**src/rtl/conv_bias_add_ctrl.sv**
```systemverilog
// Per-channel bias stage for a conv layer: latches a MAC accumulator with its
// channel bias, then adds, rounds half-up and saturates to Q1.7 for downstream.
module conv_bias_add_ctrl #(
    parameter int NUM_CH   = 16,
    parameter int NUM_PIX  = 1024,
    parameter int ACC_W    = 24,
    parameter int ACC_FRAC = 14,
    parameter int RELU     = 0,
    localparam int CH_W    = (NUM_CH > 1) ? $clog2(NUM_CH) : 1
) (
    input  logic                    clk,
    input  logic                    rst_n,
    input  logic                    start,
    input  logic                    in_valid,
    output logic                    in_ready,
    input  logic signed [ACC_W-1:0] in_acc,
    output logic        [15:0]      rom_row,
    output logic        [15:0]      rom_col,
    input  logic signed [7:0]       rom_data,
    output logic                    out_valid,
    input  logic                    out_ready,
    output logic signed [7:0]       out_data,
    output logic        [CH_W-1:0]  out_ch,
    output logic                    busy,
    output logic                    done
);

    localparam int PIX_W = (NUM_PIX > 1) ? $clog2(NUM_PIX) : 1;
    localparam int SUM_W = ACC_W + 2;
    localparam int SHIFT = ACC_FRAC - 7;
    localparam logic signed [SUM_W-1:0] RND     = SUM_W'(1) <<< (SHIFT - 1);
    localparam logic signed [SUM_W-1:0] SAT_MAX = SUM_W'(127);
    localparam logic signed [SUM_W-1:0] SAT_MIN = SUM_W'(-128);

    typedef enum logic [1:0] {S_IDLE, S_WAIT_IN, S_CALC, S_OUT} state_t;

    state_t                   state_reg, state_next;
    logic        [CH_W-1:0]   ch_cnt_reg;
    logic        [PIX_W-1:0]  pix_cnt_reg;
    logic signed [ACC_W-1:0]  acc_reg;
    logic signed [7:0]        bias_reg;

    logic                     in_hs, out_hs, last_ch, last_item;
    logic signed [SUM_W-1:0]  acc_ext, bias_ext, sum_c, rnd_c;
    logic signed [7:0]        sat_c, res_c;

    assign in_hs     = in_valid & in_ready;
    assign out_hs    = out_valid & out_ready;
    assign last_ch   = (ch_cnt_reg == CH_W'(NUM_CH - 1));
    assign last_item = last_ch && (pix_cnt_reg == PIX_W'(NUM_PIX - 1));

    assign rom_row = 16'(ch_cnt_reg);
    assign rom_col = 16'd0;

    // State register
    always_ff @(posedge clk or negedge rst_n) begin
        if (!rst_n) begin
            state_reg <= S_IDLE;
        end else begin
            state_reg <= state_next;
        end
    end

    // Next-state logic
    always_comb begin
        state_next = state_reg;
        case (state_reg)
            S_IDLE:    if (start)  state_next = S_WAIT_IN;
            S_WAIT_IN: if (in_hs)  state_next = S_CALC;
            S_CALC:                state_next = S_OUT;
            S_OUT:     if (out_hs) state_next = last_item ? S_IDLE : S_WAIT_IN;
            default:               state_next = S_IDLE;
        endcase
    end

    // Handshake and status outputs follow the state directly
    always_comb begin
        in_ready  = (state_reg == S_WAIT_IN);
        out_valid = (state_reg == S_OUT);
        busy      = (state_reg != S_IDLE);
    end

    // Bias is aligned to the accumulator's binary point before the add
    always_comb begin
        acc_ext  = {{2{acc_reg[ACC_W-1]}}, acc_reg};
        bias_ext = {{(SUM_W-8){bias_reg[7]}}, bias_reg};
        sum_c    = acc_ext + (bias_ext <<< SHIFT);
        rnd_c    = (sum_c + RND) >>> SHIFT;
        if (rnd_c > SAT_MAX) begin
            sat_c = 8'sh7f;
        end else if (rnd_c < SAT_MIN) begin
            sat_c = 8'sh80;
        end else begin
            sat_c = rnd_c[7:0];
        end
        res_c = ((RELU != 0) && sat_c[7]) ? 8'sh00 : sat_c;
    end

    always_ff @(posedge clk or negedge rst_n) begin
        if (!rst_n) begin
            acc_reg     <= '0;
            bias_reg    <= '0;
            ch_cnt_reg  <= '0;
            pix_cnt_reg <= '0;
            out_data    <= '0;
            out_ch      <= '0;
            done        <= 1'b0;
        end else begin
            done <= out_hs && last_item;
            if (in_hs) begin
                acc_reg  <= in_acc;
                bias_reg <= rom_data;
            end
            if (state_reg == S_CALC) begin
                out_data <= res_c;
                out_ch   <= ch_cnt_reg;
            end
            if (out_hs) begin
                if (last_item) begin
                    ch_cnt_reg  <= '0;
                    pix_cnt_reg <= '0;
                end else if (last_ch) begin
                    ch_cnt_reg  <= '0;
                    pix_cnt_reg <= pix_cnt_reg + 1'b1;
                end else begin
                    ch_cnt_reg  <= ch_cnt_reg + 1'b1;
                end
            end
        end
    end

endmodule

```
**config.mk**
```make
export PLATFORM = sky130hd
export DESIGN_NAME = conv_bias_add_ctrl
export DESIGN_NICKNAME = d
export VERILOG_FILES = /design/src/rtl/conv_bias_add_ctrl.sv
export SDC_FILE = /design/constraint.sdc
export NUM_CORES = 1
export LEC_CHECK = 0
export CORE_ASPECT_RATIO = 0.75
export CORE_MARGIN = 2
export CORE_UTILIZATION = 40
export CTS_CLUSTER_DIAMETER = 80
export DETAILED_ROUTE_END_ITERATION = 10
export GPL_TIMING_DRIVEN = 0
export PLACE_DENSITY = 0.66
export RECOVER_POWER = 25
export SYNTH_ARGS = -nofsm -noshare
export SYNTH_HDL_FRONTEND = slang
export SYNTH_SLANG_ARGS = --single-unit
```
**constraint.sdc**
```tcl
create_clock -name clk -period 3.7 [get_ports clk]
set_input_delay 0.74 -clock clk [delete_from_list [all_inputs] [get_ports clk]]
set_output_delay 0.74 -clock clk [all_outputs]
set_load 0.01 [all_outputs]
```
==> impl_metrics.env <==
export IMPL_outcome="complete, but fails checks"
export IMPL_violations="capacitance limit, slew limit"
export IMPL_min_from="pix_cnt_reg[8]"
export IMPL_coreArea_mm2=0.008600
export IMPL_htreeDepth=2
export IMPL_dr_pass1_iters=4
export IMPL_drt_iter0_markers=78
export IMPL_worstPathMaxFanout=11
export IMPL_maxCapViolations=1
export IMPL_path_class="reg2reg"
export IMPL_clkPwrFrac_pct=12.3
export IMPL_grt_overflow_total=0
export IMPL_gp_congestion=0.8362
export IMPL_drv_slew=33
export IMPL_hp_class="reg2reg"
export IMPL_synthFlopType="dfrtp_1"
export IMPL_ctsRootBufferMaster="clkbuf_16"
export IMPL_drt_wl_total_um=7297
export IMPL_grt_pass1_vias=2629
export IMPL_postCtsSetupRepairBufs=0
export IMPL_synth_warnings=0
export IMPL_ant_nets=0
export IMPL_critPathCaptureType="flip-flop"
export IMPL_slowest_delay_ns=0.59
export IMPL_numClockSinks=55
export IMPL_rsz0062_at_grt="no"
export IMPL_ios=85
export IMPL_arrival_ns=3.40
export IMPL_finalCriticalPeriod_ns=3.258
export IMPL_worst_r2r_startpoint="bias_reg[7]"
export IMPL_rrSetupSlack_ns=0.44
export IMPL_die_w_um=113.5
export IMPL_p_total_w=0.004535
export IMPL_start_util_pct=41.82
export IMPL_areaGrowthSynthToFinish_pct=25.37
export IMPL_setup_viol=0
export IMPL_largest_reg_flops=18
export IMPL_worst_pin_slew_ns=1.711
export IMPL_n_fill_cell=783
export IMPL_clock_path_buffers=2
export IMPL_critPathLaunch="bias_reg[7]"
export IMPL_crit_buf_inv=0
export IMPL_crit_path_top_delay_cell="dfrtp_1"
export IMPL_io_buffers=50
export IMPL_power_leakage_nw=2.028
export IMPL_cts_hold_buf=0
export IMPL_synthCells=345
export IMPL_p_sw_w=0.002005
export IMPL_layout_commonest_cell="dfrtp_1"
export IMPL_grt_pass1_wl_um=12440
export IMPL_postCtsResizedCells=0
export IMPL_setup_tns_ns=0
export IMPL_drive_above_1_share_pct=20.42
export IMPL_ys_ff_latch=55
export IMPL_die_area_mm2=0.009772
export IMPL_critPathLaunchType="flip-flop"
export IMPL_clkLatencyLatePin_ns=0.29
export IMPL_cts_tree="built"
export IMPL_post_route_period_util_pct=88.05
export IMPL_finalHoldViolCount=0
export IMPL_vias=2732
export IMPL_critPathTopFamily="compound AO/OA/AOI/OAI gates"
export IMPL_dpl_hpwl_um=5721
export IMPL_ir_drop_mv=0.4341
export IMPL_clk_pin_slew_ns=0.07
export IMPL_grt_max_degree=33
export IMPL_rows=29
export IMPL_fin_nets=492
export IMPL_fmax_ghz=0.3069
export IMPL_slew_limit_headroom_pct=-14.09
export IMPL_cp_required_ns=3.84
export IMPL_final_cell_mix="dfrtp_1 (55), clkdlybuf4s50_1 (49), mux2_2 (32)"
export IMPL_ys_seq_area_share_pct=38.27
export IMPL_switching_share_pct=44.21
export IMPL_mappedNetlistArea_mm2=0.003596
export IMPL_synth_area_per_cell_um2=10.42
export IMPL_yosysUniqueCellTypes=60
export IMPL_cp_cell_sequence="ha_1 -> a21o_2 -> a211oi_2 -> a21oi_2 -> o31ai_2 -> nand2_1 -> o22a_1 -> o41ai_4 -> o22ai_1"
export IMPL_worst_clock_skew_ns=0.004227
export IMPL_p_per_area_mw_per_mm2=1006
export IMPL_die_h_um=86.11
export IMPL_async_flop_share_pct=100.0
export IMPL_internal_power_w=0.002530
export IMPL_drc=0
export IMPL_grt_antenna_before_repair=0
export IMPL_combPwrFrac_pct=65.0
export IMPL_wl_per_cell_um=13.54
export IMPL_viasPerCell=5.069
export IMPL_num_antenna_cells=0
export IMPL_grt_use_total_pct=15.65
export IMPL_seqPwrFrac_pct=22.6
export IMPL_cts_buffers=5
export IMPL_synth_edf_count=0
[power groups by stage]
stage	Clock [W]	Combinational [W]	Sequential [W]
CTS	0.000573	0.00294	0.00103
global route	0.000597	0.00328	0.00106
finish	0.000560	0.00295	0.00103
floorplan	0	0.00225	0.00102
global placement	0	0.00284	0.00103
detailed placement	0	0.00292	0.00103
[worst register-to-register path, stage by stage, from the launching register on]
cell      delay (ns)
dfrtp_1         0.59
ha_1            0.37
a21o_2          0.28
a211oi_2        0.27
a21oi_2         0.12
o31ai_2         0.40
nand2_1         0.13
o22a_1          0.24
o41ai_4         0.53
o22ai_1         0.17
[path summary, 6_finish.rpt]
check,end,depth (start not counted)
max,out_data[2],9
min,pix_cnt_reg[8],1
max reg2reg,out_data[2],9
min reg2reg,pix_cnt_reg[8],1
max in group asynchronous,acc_reg[13],2
min in group asynchronous,acc_reg[23],1
[final cells by class]
type                            instances  area [um2]  area share, %
Multi-Input combinational cell        272        2033          45.10
Sequential cell                        55        1376          30.53
Timing Repair Buffer                   51       498.0          11.05
Buffer                                 32       239.0          5.301
Clock buffer                            6       138.9          3.081
Tap cell                              108       135.1          2.998
Inverter                               13       48.80          1.082
Clock inverter                          2       38.79         0.8604
[per-stage QoR]
stage          setup slack (ns)  instance area [um2]  std cells  util [%]  hold slack [ns]
2_1_floorplan            0.8924                 3697        372         -           0.4444
3_3_place_gp             0.1816                 4333        530     50.39           0.4643
3_5_place_dp             0.4402                 4348        531     50.56           0.4652
4_1_cts                  0.4265                 4526        539     52.63           0.4550
5_1_grt                 0.09371                 4508        539     52.42           0.4913
6_report                 0.4421                 4508        539     52.42           0.4739
[synth_stat cells, types with 2 or more instances]
cell        n  share of area (%)
a21oi_1    10                1.4
and3_1      4               0.70
ha_1       24                8.4
nor4_1      2               0.35
or3_1       4               0.70
buf_4      28                5.8
o21bai_1    2               0.42
nor2_1     21                2.2
a211oi_2    2               0.70
a21boi_0    2               0.42
a21o_1      6                1.3
o31ai_1     3               0.63
inv_1      13                1.4
a31oi_1     3               0.52
a2111oi_0   2               0.49
o22ai_1     8                1.4
and2b_1     2               0.42
o21ai_0    17                2.4
a21oi_2     3               0.73
dfrtp_1    55                 38
xor2_1      5                1.2
mux2_2     32                 10
a21o_2      2               0.49
nand4_1     8                1.4
nand2_1    18                1.9
clkbuf_1    2               0.21
nand2b_1    2               0.35
xnor2_1    13                3.2
a211oi_1    2               0.42
nand3_1    13                1.8
nor3_1      8                1.1
[per-layer routing]
layer	vias up	share of wire (%)	track usage, %
met5	-	0	0
met4	0	0.89	3.215
met3	10	4.3	3.675
met2	55	43	23.95
met1	1286	51	22.74
li1	1381	-	-
[cell families after synthesis]
group | after synthesis | share of synthesized area (%)
flops | 55 | 38.27
compound gates | 81 | 17.99
simple gates | 88 | 12.32
mux | 32 | 10.02
buf+inv | 45 | 8.003
xor+xnor | 18 | 4.384
other cells | 1 | 0.1043
fa+ha+maj | 25 | 8.908
(Power assumes the default switching activity.)
